$ cat src/rtl/tlc_bus_master.sv
// Bus initiator for the traffic-light controller register port: writes boot values
// after reset, then serves single host read/write commands with a bounded bus wait.
module tlc_bus_master #(
  parameter logic [31:0] RED_INIT  = 32'h0064_001E,
  parameter logic [31:0] YEL_INIT  = 32'h001E_0005,
  parameter logic [31:0] GRN_INIT  = 32'h0050_0019,
  parameter logic [31:0] MODE_INIT = 32'h0000_0004,
  parameter bit          AUTO_INIT = 1'b1,
  parameter int          TIMEOUT   = 16
) (
  input  logic        pclk,
  input  logic        prst,
  input  logic        cmd_valid,
  output logic        cmd_ready,
  input  logic        cmd_wr,
  input  logic [7:0]  cmd_addr,
  input  logic [31:0] cmd_wdata,
  output logic        rsp_valid,
  output logic [31:0] rsp_rdata,
  output logic        rsp_err,
  output logic        init_done,
  output logic        init_err,
  output logic [31:0] paddr,
  output logic [31:0] pwdata,
  output logic        pvalid,
  output logic        prd_wr,
  input  logic [31:0] prdata,
  input  logic        pready
);
  localparam int TW = $clog2(TIMEOUT + 1);

  typedef enum logic [1:0] {S_BOOT, S_ACCESS, S_RESP, S_IDLE} state_t;

  state_t          state;
  logic [1:0]      boot_idx;
  logic            boot_phase;
  logic [TW-1:0]   tcnt;

  function automatic logic [31:0] boot_data(input logic [1:0] idx);
    case (idx)
      2'd0:    boot_data = RED_INIT;
      2'd1:    boot_data = YEL_INIT;
      2'd2:    boot_data = GRN_INIT;
      default: boot_data = MODE_INIT;
    endcase
  endfunction

  always_ff @(posedge pclk or negedge prst) begin
    if (!prst) begin
      state      <= S_BOOT;
      boot_idx   <= 2'd0;
      boot_phase <= 1'b0;
      tcnt       <= '0;
      cmd_ready  <= 1'b0;
      rsp_valid  <= 1'b0;
      rsp_rdata  <= 32'd0;
      rsp_err    <= 1'b0;
      init_done  <= 1'b0;
      init_err   <= 1'b0;
      paddr      <= 32'd0;
      pwdata     <= 32'd0;
      pvalid     <= 1'b0;
      prd_wr     <= 1'b0;
    end else begin
      case (state)
        S_BOOT: begin
          if (!AUTO_INIT) begin
            init_done <= 1'b1;
            cmd_ready <= 1'b1;
            state     <= S_IDLE;
          end else begin
            paddr      <= {24'd0, 4'd0, boot_idx, 2'b00};
            pwdata     <= boot_data(boot_idx);
            prd_wr     <= 1'b1;
            pvalid     <= 1'b1;
            boot_phase <= 1'b1;
            tcnt       <= '0;
            state      <= S_ACCESS;
          end
        end

        S_IDLE: begin
          if (cmd_valid && cmd_ready) begin
            cmd_ready <= 1'b0;
            if (cmd_addr[1:0] != 2'b00) begin
              // misaligned: answer with an error without touching the bus
              rsp_valid <= 1'b1;
              rsp_err   <= 1'b1;
              rsp_rdata <= 32'd0;
              state     <= S_RESP;
            end else begin
              paddr      <= {24'd0, cmd_addr};
              pwdata     <= cmd_wr ? cmd_wdata : 32'd0;
              prd_wr     <= cmd_wr;
              pvalid     <= 1'b1;
              boot_phase <= 1'b0;
              tcnt       <= '0;
              state      <= S_ACCESS;
            end
          end
        end

        S_ACCESS: begin
          // pready is checked first so a completion on the timeout cycle still wins
          if (pready) begin
            pvalid <= 1'b0;
            prd_wr <= 1'b0;
            tcnt   <= '0;
            if (boot_phase) begin
              if (boot_idx == 2'd3) begin
                init_done <= 1'b1;
                cmd_ready <= 1'b1;
                state     <= S_IDLE;
              end else begin
                boot_idx <= boot_idx + 2'd1;
                state    <= S_BOOT;
              end
            end else begin
              rsp_valid <= 1'b1;
              rsp_err   <= 1'b0;
              rsp_rdata <= prd_wr ? 32'd0 : prdata;
              state     <= S_RESP;
            end
          end else if (tcnt == TW'(TIMEOUT - 1)) begin
            pvalid <= 1'b0;
            prd_wr <= 1'b0;
            tcnt   <= '0;
            if (boot_phase) begin
              init_err  <= 1'b1;
              init_done <= 1'b1;
              cmd_ready <= 1'b1;
              state     <= S_IDLE;
            end else begin
              rsp_valid <= 1'b1;
              rsp_err   <= 1'b1;
              rsp_rdata <= 32'd0;
              state     <= S_RESP;
            end
          end else begin
            tcnt <= tcnt + TW'(1);
          end
        end

        S_RESP: begin
          rsp_valid <= 1'b0;
          rsp_err   <= 1'b0;
          rsp_rdata <= 32'd0;
          cmd_ready <= init_done;
          state     <= S_IDLE;
        end

        default: state <= S_BOOT;
      endcase
    end
  end
endmodule

$ cat config.mk
export PLATFORM = sky130hd
export DESIGN_NAME = tlc_bus_master
export DESIGN_NICKNAME = d
export VERILOG_FILES = /design/src/rtl/tlc_bus_master.sv
export SDC_FILE = /design/constraint.sdc
export NUM_CORES = 1
export LEC_CHECK = 0
export CORE_MARGIN = 2
export CORE_UTILIZATION = 38
export DETAILED_ROUTE_END_ITERATION = 7
export GPL_TIMING_DRIVEN = 0
export PLACE_DENSITY = 0.76
export SLEW_MARGIN = 20
export SYNTH_ARGS = -nofsm -noshare
export SYNTH_HDL_FRONTEND = slang
export SYNTH_SLANG_ARGS = --single-unit
$ cat constraint.sdc
create_clock -name pclk -period 2 [get_ports pclk]
set_clock_uncertainty 0.2 [all_clocks]
set_input_delay 0.2 -clock pclk [delete_from_list [all_inputs] [get_ports pclk]]
set_output_delay 0.2 -clock pclk [all_outputs]
set_load 0.02 [all_outputs]
==> metrics.csv, run 1 <==
metric,value,unit
status,"finished, violations left",
failing checks,negative setup slack,
Die Y,108.8,µm
"Cell Chain, Critical Path",ha_4 > nor3b_4 > a211o_4 > or2_4 > buf_12 > clkbuf_16 > o21ai_2,
Setup CP Type,flip-flop to flip-flop,
"Period Utilization, post-route",102.7,%
layout cell share with drive strength beyond 1,20.95,%
initial antenna violation count,0,
Detail Route Antenna Nets,0,
Post-synth EDFFs,0,
TNS Setup,-739.8,ps
# fillers,903,
HP Class,primary input to flip-flop,
Max H-tree Level,3,
Synth cell types,41,
max cap viols,0,
Sink Count,89,
DR pass1 iterations,4,
Core Rows,38,
Post-synth ARST share,100.0,%
critical path required time,2090,ps
r2r worst-path depth,7,
IO buf count,155,
area of placed instances,6002,µm²
Seq cells post-synth,89,
Fin. Hold Viols,0,
Worst setup EP type,flip-flop,
gr ovfl total,0,
Hold Path Cell Cnt,3,
shortest period the worst path allows,2054,ps
die width,108.8,µm
CTS tree,built,
Max-slew headroom,56.99,%
Critical Path AT,2150,ps
Inst Count DP,763,
initial core utilization,38.65,%
area of the multi-input gates,1866,µm²
RSZ-0062 raised after global routing,true,
clk_lat worst skew,360,ps
initial DRC count,206,
VDD IR max,0.0003278,V
ys flop type,dfrtp_1,
pre-CTS setup slack,-453.6,ps
"Seq/Total Area, Yosys",53.39,%
cells after synthesis,444,
Tightest Pin Transition,645.2,ps
design area,6670,µm²
number of global-route vias before repair,3870,
via count,3911,
CP max-delay cell,dfrtp_2,
Max Root-Sink Buffers,2,
Area Overhead vs Synth,59.90,%
Worst Slack Setup Final,-54.17,ps
Root Driver,clkbuf_8,
total I/O pin count,180,
largest net degree at the start of global routing,49,
core area,10790,µm²
Leak,3.057,nW
synth warn,0,
Startpoint Class,flip-flop,
final hold slack,170.1,ps
Via density,4.926,
cts bufs inserted,9,
clk slew on worst S/H paths,80,ps
Die ar.,11830,µm²
CP Max Fanout,5,
first-pass GRT wire length,18460,µm
Mapped Area,4172,µm²
WL final,11800,µm
f_max,486.8,MHz
Pwr Density,497.4,nW/µm²
fin nets,739,
Detailed Place HPWL,8453,µm
Inserted Diodes,0,
Routed WL per cell,14.86,µm
gpl congestion,0.7780,
drt drc,0,
FF+latch area,2230,µm²
final setup fails,32,
GRT Total Usage,19.85,%
Mean Syn Cell Area,9.395,µm²
"Slew Viols, Final",0,
"Largest stage delay, worst path",460,ps
post-route insts no fill,794,
==> worst max-delay path, delay by kind of cell, from the launching register on <==
family	cells	cell delay, ps
AOI/OAI and AO/OA	2	400
adders and majority gates	1	180
buffers and inverters	2	300
DFF	1	460
and+or+nand+nor	2	430
==> metrics by stage <==
| stage | total power [mW] | util [%] |
|---|---|---|
| after CTS | 3.351 | 59.67 |
| after global placement | 2.143 | 55.45 |
| final | 3.318 | 61.80 |
| after global routing | 3.448 | 61.80 |
| after detailed placement | 2.149 | 55.61 |
| after floorplan | 1.941 | - |
==> flip-flops by register name, summed over array words and instances, names as in the netlist <==
name / cells
boot_idx: 2
boot_phase: 1
cmd_ready: 1
init_done: 1
init_err: 1
paddr: 8
prd_wr: 1
pvalid: 1
pwdata: 32
rsp_err: 1
rsp_rdata: 32
rsp_valid: 1
state: 2
tcnt: 5
==> final timing paths <==
| kind | start | endpoint | slack (ps) |
|---|---|---|---|
| setup / recovery | state[0]$_DFFE_PN0P_ | rsp_rdata[30]$_DFFE_PN0P_ | -50 |
| hold / removal | prdata[2] | rsp_rdata[2]$_DFFE_PN0P_ | 170 |
| setup reg to reg | state[0]$_DFFE_PN0P_ | rsp_rdata[30]$_DFFE_PN0P_ | -50 |
| hold reg to reg | pwdata[14]$_DFFE_PN0P_ | pwdata[14]$_DFFE_PN0P_ | 270 |
| max in group asynchronous | prst | rsp_rdata[0]$_DFFE_PN0P_ | 750 |
| min in group asynchronous | prst | pwdata[11]$_DFFE_PN0P_ | 190 |
==> area by class of cell <==
type	instances	share of cell area, %
inverter	9	0.5065
sequential	89	33.43
timing repair buffer	172	26.51
buffer	51	6.096
tap	140	2.626
multi-input combinational	317	27.97
clock inverter	4	0.3939
clock buffer	12	2.476
==> cell usage after synthesis, drive strengths merged (5+ instances only) <==
cell type	n	area, µm²
o21ai	85	432.9
buf	35	260.2
ha	13	162.7
nand3	24	120.1
dfrtp	89	2227
nor2	13	48.80
nor2b	5	33.78
a22o	5	43.79
inv	9	33.78
clkbuf	17	63.81
nand2	96	360.4
a21oi	17	85.08
==> cells in the final DEF (no fill, tap or decap), types with 2 or more instances in the layout <==
master	n
clkdlybuf4s50_1	154
buf_8	2
nor2_1	12
ha_4	2
buf_6	4
clkbuf_1	2
mux2i_1	2
nor2b_1	4
o31ai_1	2
clkbuf_8	12
nand2_1	96
clkinv_2	2
dfrtp_1	87
nand2b_1	2
a31oi_1	2
nand4b_1	3
a22o_1	4
o21ai_2	32
nand3_1	24
o21ai_0	30
conb_1	24
clkbuf_2	7
inv_1	7
buf_12	3
clkbuf_4	8
mux2_2	2
and2_1	3
a21oi_1	16
buf_4	37
inv_2	2
dfrtp_2	2
a31o_2	2
nor3_1	2
o21ai_1	23
ha_1	8
ha_2	3
clkbuf_16	3
==> timing repair <==
item	CTS	global route
pin swaps	15	25
hold buffers	1	0
cloned	1	3
gates resized for setup	58	63
setup buffers	8	3
hold endpoints to repair	47	0
setup endpoints to repair	81	73
==> power breakdown <==
group / internal, mW / switching (mW)
registers: 1.80 / 0
clock network: 0.552 / 0.646
logic: 0.182 / 0.141
==> per-layer routing <==
| metal | wire length (µm) | global-route usage, % |
|---|---|---|
| met1 | 5047 | 25.10 |
| met3 | 635 | 3.288 |
| met4 | 266 | 8.425 |
| met5 | 0 | 0 |
| met2 | 5848 | 33.66 |
==> cells by family (layout without fill, tap and decap cells) <==
kind of cell | Yosys count | in the layout | synth area share [%]
multiplexers | 4 | 4 | 1.020
flip-flops | 89 | 89 | 53.39
AO/OA/AOI/OAI | 121 | 121 | 16.35
buffers and inverters | 61 | 248 | 8.578
AND/OR/NAND/NOR | 154 | 154 | 16.47
other | 1 | 24 | 0.08990
adder cells (fa/ha/maj) | 13 | 13 | 3.899
XOR/XNOR | 1 | 1 | 0.2100
(Power assumes the default switching activity.)
==> run 2, diff against run 1 <==
--- a/config.mk
+++ b/config.mk
@@ -5,11 +5,11 @@
 export SDC_FILE = /design/constraint.sdc
 export NUM_CORES = 1
 export LEC_CHECK = 0
-export CORE_MARGIN = 2
 export CORE_UTILIZATION = 38
 export DETAILED_ROUTE_END_ITERATION = 7
 export GPL_TIMING_DRIVEN = 0
 export PLACE_DENSITY = 0.76
+export SKIP_CTS_REPAIR_TIMING = 1
 export SLEW_MARGIN = 20
 export SYNTH_ARGS = -nofsm -noshare
 export SYNTH_HDL_FRONTEND = slang
==> run 2 against run 1 <==
Effect of this change: the flow still finishes with violations (negative setup slack); count of clock-buffer cells in the layout down 1; die area down 3.6%; sequential share of layout area up 0.42 points; design area down 1.2%; cell count down 1.0%; largest power group unchanged.
==> metrics.csv, run 2 (synthesis results as in run 1) <==
metric,value,unit,change
cts bufs inserted,9,,unchanged
core area,10460,µm²,-3.1%
GR Layer Usage met2,34.19,%,+0.53 points
Tightest Pin Transition,531.6,ps,-113.6 ps
"Largest stage delay, worst path",430,ps,-30 ps
Pwr Density,587.1,nW/µm²,+18%
Die ar.,11400,µm²,-3.6%
Inserted Diodes,0,,unchanged
gpl congestion,0.8498,,+9.2%
Die Y,106.8,µm,-1.8%
"leading cell type in the layout, fill and taps excluded",clkdlybuf4s50_1,,
Via density,4.936,,+0.22%
Detail Route Antenna Nets,0,,unchanged
GRT Max-Usage Layer,met2,,
Max H-tree Level,3,,unchanged
clk_lat worst skew,360,ps,about the same
number of global-route vias before repair,3628,,-6.3%
Inst Count DP,759,,-0.52%
Worst setup EP type,flip-flop,,
Sink Count,89,,unchanged
design area,6588,µm²,-1.2%
most frequent cells in the layout,"154 x clkdlybuf4s50_1, 96 x nand2_1, 87 x dfrtp_1",,
CP startpoint,tcnt[0]$_DFFE_PN0P_,,
via count,3880,,-0.79%
VDD IR max,0.0003620,V,+10%
Area Overhead vs Synth,57.92,%,
Core Rows,37,,-2.6%
WL final,11680,µm,-1.0%
Largest regs,"pwdata x32, rsp_rdata x32, paddr x8",,
Leak,3.015,nW,-1.4%
Power Total,3.867,mW,+17%
GRT Total Usage,20.26,%,+0.40 points
fin nets,735,,-0.54%
GRT met1 Usage,25.68,%,+0.59 points
Worst Slack Setup Final,-93.98,ps,-39.81 ps
max cap viols,0,,unchanged
IO buf count,155,,unchanged
# fillers,909,,+0.66%
gr ovfl total,0,,unchanged
Detailed Place HPWL,8533,µm,+0.95%
Max-slew headroom,64.56,%,+7.6 points
HP Class,primary input to asynchronous set/reset pin,,
met3 usage,4.012,%,+0.72 points
"Cell Chain, Critical Path",ha_4 > nand4b_1 > a22o_4 > or2_1 > buf_6 > buf_8 > o21ai_2,,
CTS tree,built,,
r2r worst-path depth,7,,unchanged
shortest period the worst path allows,2094,ps,+39.81 ps
status,"finished, violations left",,
Root Driver,clkbuf_8,,
final setup fails,31,,-3.1%
post-route insts no fill,786,,-1.0%
R2R setup slack,-90,ps,-40 ps
"Slew Viols, Final",0,,unchanged
Fin. Hold Viols,0,,unchanged
CP Max Fanout,10,,+5
Routed WL per cell,14.85,µm,about the same
die width,106.8,µm,-1.8%
failing checks,negative setup slack,,
initial antenna violation count,0,,unchanged
CP max-delay cell,dfrtp_1,,
layout cell share with drive strength beyond 1,17.38,%,-3.6 points
RSZ-0062 raised after global routing,true,,
total I/O pin count,180,,unchanged
Setup CP Type,flip-flop to flip-flop,,
initial core utilization,39.87,%,+1.2 points
area of placed instances,6005,µm²,about the same
worst reg2reg endpoint,rsp_rdata[18]$_DFFE_PN0P_,,
RR Startpoint,tcnt[0]$_DFFE_PN0P_,,
"Period Utilization, post-route",104.7,%,+2.0 points
initial DRC count,234,,+14%
DR pass1 iterations,5,,+1
largest net degree at the start of global routing,59,,+20%
critical path required time,2090,ps,about the same
worst setup path end,rsp_rdata[18]$_DFFE_PN0P_,,
f_max,477.6,MHz,-1.9%
first-pass GRT wire length,18080,µm,-2.1%
clk slew on worst S/H paths,90,ps,about the same
Startpoint Class,flip-flop,,
Critical Path AT,2190,ps,+40 ps
drt drc,0,,unchanged
Max Root-Sink Buffers,2,,unchanged
## run 2: routing by layer
metal / vias to the layer above / share of wire [%]
li1: 1854 / -
met4: 0 / 2.5
met1: 1894 / 42
met3: 24 / 4.0
met2: 108 / 52
met5: - / 0
## run 2: worst max-delay path: cells and delay by family, from the launching register on
family / cells / cell delay, ps
AOI/OAI and AO/OA: 2 / 480
DFF: 1 / 430
and+or+nand+nor: 2 / 480
buffers and inverters: 2 / 280
adders and majority gates: 1 / 160
## run 2: final cells by class
cell class	instances	area, µm²	share of cell area (%)
plain buffers	52	386.6	5.869
multi-input cells	317	1814	27.54
repair buffers	167	1662	25.22
inverters	9	33.78	0.5128
flip-flops and latches	89	2230	33.85
clock inverters	5	150.1	2.279
well taps	136	170.2	2.583
clock buffers	11	141.4	2.146
## run 2: power breakdown
group / internal [mW] / total [mW] / switching (mW)
Clock: 1.12 / 1.75 / 0.629
Combinational: 0.184 / 0.323 / 0.139
Sequential: 1.80 / 1.80 / 0
Total: 3.10 / 3.87 / 0.768
## run 2: worst min path at each step
stage	startpoint	to	slack, ps	cells after the start
floorplan	prst	boot_idx[0]$_DFFE_PN0P_	-300	0
global placement	pwdata[31]$_DFFE_PN0P_	pwdata[31]$_DFFE_PN0P_	250	2
global route	prst	rsp_rdata[20]$_DFFE_PN0P_	140	2
finish	prst	paddr[2]$_DFFE_PN0P_	110	2
detailed placement	prst	rsp_rdata[26]$_DFFE_PN0P_	-30	1
CTS	prst	rsp_rdata[26]$_DFFE_PN0P_	-430	1
## run 2: through the flow
| stage | TNS [ps] | setup WS (ps) | util [%] | hold WS [ps] |
|---|---|---|---|---|
| after detailed placement | -16740 | -428.8 | 57.39 | -25.38 |
| after CTS | -18090 | -460.3 | 60.18 | -427.3 |
| after floorplan | 0 | 31.30 | - | -295.6 |
| after global placement | -246360 | -2636 | 57.15 | 250.3 |
| final | -2361 | -93.98 | 62.96 | 114.9 |
| after global routing | -4891 | -184.7 | 62.96 | 136.5 |
==> run 3, diff against run 2 <==
--- a/config.mk
+++ b/config.mk
@@ -6,8 +6,10 @@
 export NUM_CORES = 1
 export LEC_CHECK = 0
 export CORE_UTILIZATION = 38
+export CTS_CLUSTER_DIAMETER = 60
 export DETAILED_ROUTE_END_ITERATION = 7
 export GPL_TIMING_DRIVEN = 0
+export HOLD_SLACK_MARGIN = 0.15
 export PLACE_DENSITY = 0.76
 export SKIP_CTS_REPAIR_TIMING = 1
 export SLEW_MARGIN = 20
==> run 3 against run 2 <==
Effect of this change: the flow still finishes with violations (negative setup slack); global-route usage unchanged; cell count increased by 0.25%; sequential power about the same; critical path depth unchanged; combinational power increased by 2%; worst setup slack about the same; count of clock-buffer cells in the layout unchanged; die area unchanged; register-to-register slack about the same; routed wire length increased by 1.1%; sequential share of layout area decreased by 0.15 points.
==> metrics.csv, run 3 (synthesis results as in run 1) <==
metric,value,unit,change
Pwr Density,585.7,nW/µm²,-0.23%
"leading cell type in the layout, fill and taps excluded",clkdlybuf4s50_1,,
CP max-delay cell,dfrtp_1,,
drt drc,0,,unchanged
failing checks,negative setup slack,,
Root Driver,clkbuf_8,,
Max-slew headroom,62.22,%,-2.3 points
gr ovfl total,0,,unchanged
worst reg2reg endpoint,rsp_rdata[18]$_DFFE_PN0P_,,
"Slew Viols, Final",0,,unchanged
IO buf count,155,,unchanged
Via density,4.918,,-0.38%
most frequent cells in the layout,"154 x clkdlybuf4s50_1, 96 x nand2_1, 87 x dfrtp_1",,
RR Startpoint,tcnt[0]$_DFFE_PN0P_,,
CP startpoint,tcnt[0]$_DFFE_PN0P_,,
max cap viols,0,,unchanged
status,"finished, violations left",,
r2r worst-path depth,7,,unchanged
cts bufs inserted,9,,unchanged
"Largest stage delay, worst path",430,ps,about the same
RSZ-0062 raised after global routing,true,,
Worst setup EP type,flip-flop,,
fin nets,737,,+0.27%
"Period Utilization, post-route",104.7,%,about the same
VDD IR max,0.0003609,V,-0.30%
clk_lat worst skew,360,ps,about the same
"Core Util, Final",63.25,%,+0.29 points
core area,10460,µm²,unchanged
GRT Total Usage,20.26,%,unchanged
# fillers,896,,-1.4%
Core Rows,37,,unchanged
number of global-route vias before repair,3628,,unchanged
CTS tree,built,,
Tightest Pin Transition,564.8,ps,+33.17 ps
final setup fails,31,,unchanged
initial DRC count,237,,+1.3%
Detailed Place HPWL,8533,µm,unchanged
Die Y,106.8,µm,unchanged
Startpoint Class,flip-flop,,
Crit path depth,7,,unchanged
f_max,477.6,MHz,about the same
via count,3875,,-0.13%
gpl congestion,0.8498,,unchanged
Inserted Diodes,0,,unchanged
R2R setup slack,-90,ps,about the same
layout cell share with drive strength beyond 1,17.48,%,+0.10 points
Max Root-Sink Buffers,2,,unchanged
initial antenna violation count,0,,unchanged
first-pass GRT wire length,18080,µm,unchanged
HP Class,primary input to asynchronous set/reset pin,,
DR pass1 iterations,4,,-1
Sink Count,89,,unchanged
initial core utilization,39.87,%,unchanged
Critical Path AT,2190,ps,about the same
Max H-tree Level,3,,unchanged
clk slew on worst S/H paths,90,ps,about the same
Worst Slack Setup Final,-93.89,ps,+0.08770 ps
largest net degree at the start of global routing,59,,unchanged
Setup CP Type,flip-flop to flip-flop,,
Die ar.,11400,µm²,unchanged
shortest period the worst path allows,2094,ps,-0.08770 ps
CP bufs+invs,2,,unchanged
"Cell Chain, Critical Path",ha_4 > nand4b_1 > a22o_4 > or2_1 > buf_6 > buf_8 > o21ai_2,,
Power Total,3.876,mW,+0.22%
Area Overhead vs Synth,58.64,%,
Detail Route Antenna Nets,0,,unchanged
Leak,3.028,nW,+0.45%
die width,106.8,µm,unchanged
WL final,11800,µm,+1.1%
total I/O pin count,180,,unchanged
CP Max Fanout,10,,unchanged
Largest regs,"pwdata x32, rsp_rdata x32, paddr x8",,
Routed WL per cell,14.98,µm,+0.85%
critical path required time,2100,ps,about the same
cell family with most CP delay,compound AO/OA/AOI/OAI gates,,
Fin. Hold Viols,0,,unchanged
run 3: cell types whose count changed in the layout (fill, tap and decap cells not counted):
cell	before	now
buf_12	0	1
dlygate4sd3_1	1	2
run 3: worst max-delay path by stage:
stage | to | slack [ps]
global route | rsp_rdata[16]$_DFFE_PN0P_ | -180
global placement | pwdata[31]$_DFFE_PN0P_ | -2640
CTS | rsp_rdata[15]$_DFFE_PN0P_ | -460
detailed placement | rsp_rdata[15]$_DFFE_PN0P_ | -430
floorplan | rsp_rdata[10]$_DFFE_PN0P_ | 30
finish | rsp_rdata[18]$_DFFE_PN0P_ | -90
run 3: per-stage QoR:
step | TNS, ps | worst slack (ps) | area [µm²] | instances | hold slack (ps)
after floorplan | 0 | 31.30 | 4258 | 467 | -295.6
after global placement | -246360 | -2636 | 5979 | 758 | 250.3
after detailed placement | -16740 | -428.8 | 6005 | 759 | -25.38
after CTS | -18090 | -460.3 | 6296 | 775 | -427.3
after global routing | -4918 | -184.7 | 6618 | 788 | 145.5
final | -2331 | -93.89 | 6618 | 788 | 141.3
run 3: area by class of cell:
type	count	area, µm²	area share, %
well taps	136	170.2	2.571
repair buffers	169	1692	25.56
plain buffers	52	386.6	5.842
inverters	9	33.78	0.5105
multi-input cells	317	1814	27.42
clock buffers	11	141.4	2.137
clock inverters	5	150.1	2.269
flip-flops and latches	89	2230	33.69
run 3: where the power goes:
part | switching (mW) | leakage (nW) | internal (mW)
combinational | 0.141 | 1.66 | 0.190
sequential | 0 | 1.22 | 1.80
clock | 0.631 | 0.144 | 1.12
run 3: worst reg2reg max path, cell delays in order, from the launching register on:
cell      delay [ps]
dfrtp_1          430
ha_4             160
nand4b_1         240
a22o_4           340
or2_1            240
buf_6            140
buf_8            140
o21ai_2          140
run 3: metal layers:
| layer | share of wire, % | vias to the layer above | track usage (%) |
|---|---|---|---|
| met5 | 0 | - | 0 |
| met4 | 1.8 | 0 | 7.534 |
| met3 | 4.2 | 18 | 4.012 |
| met2 | 52 | 109 | 34.19 |
| met1 | 42 | 1888 | 25.68 |
| li1 | - | 1860 | - |
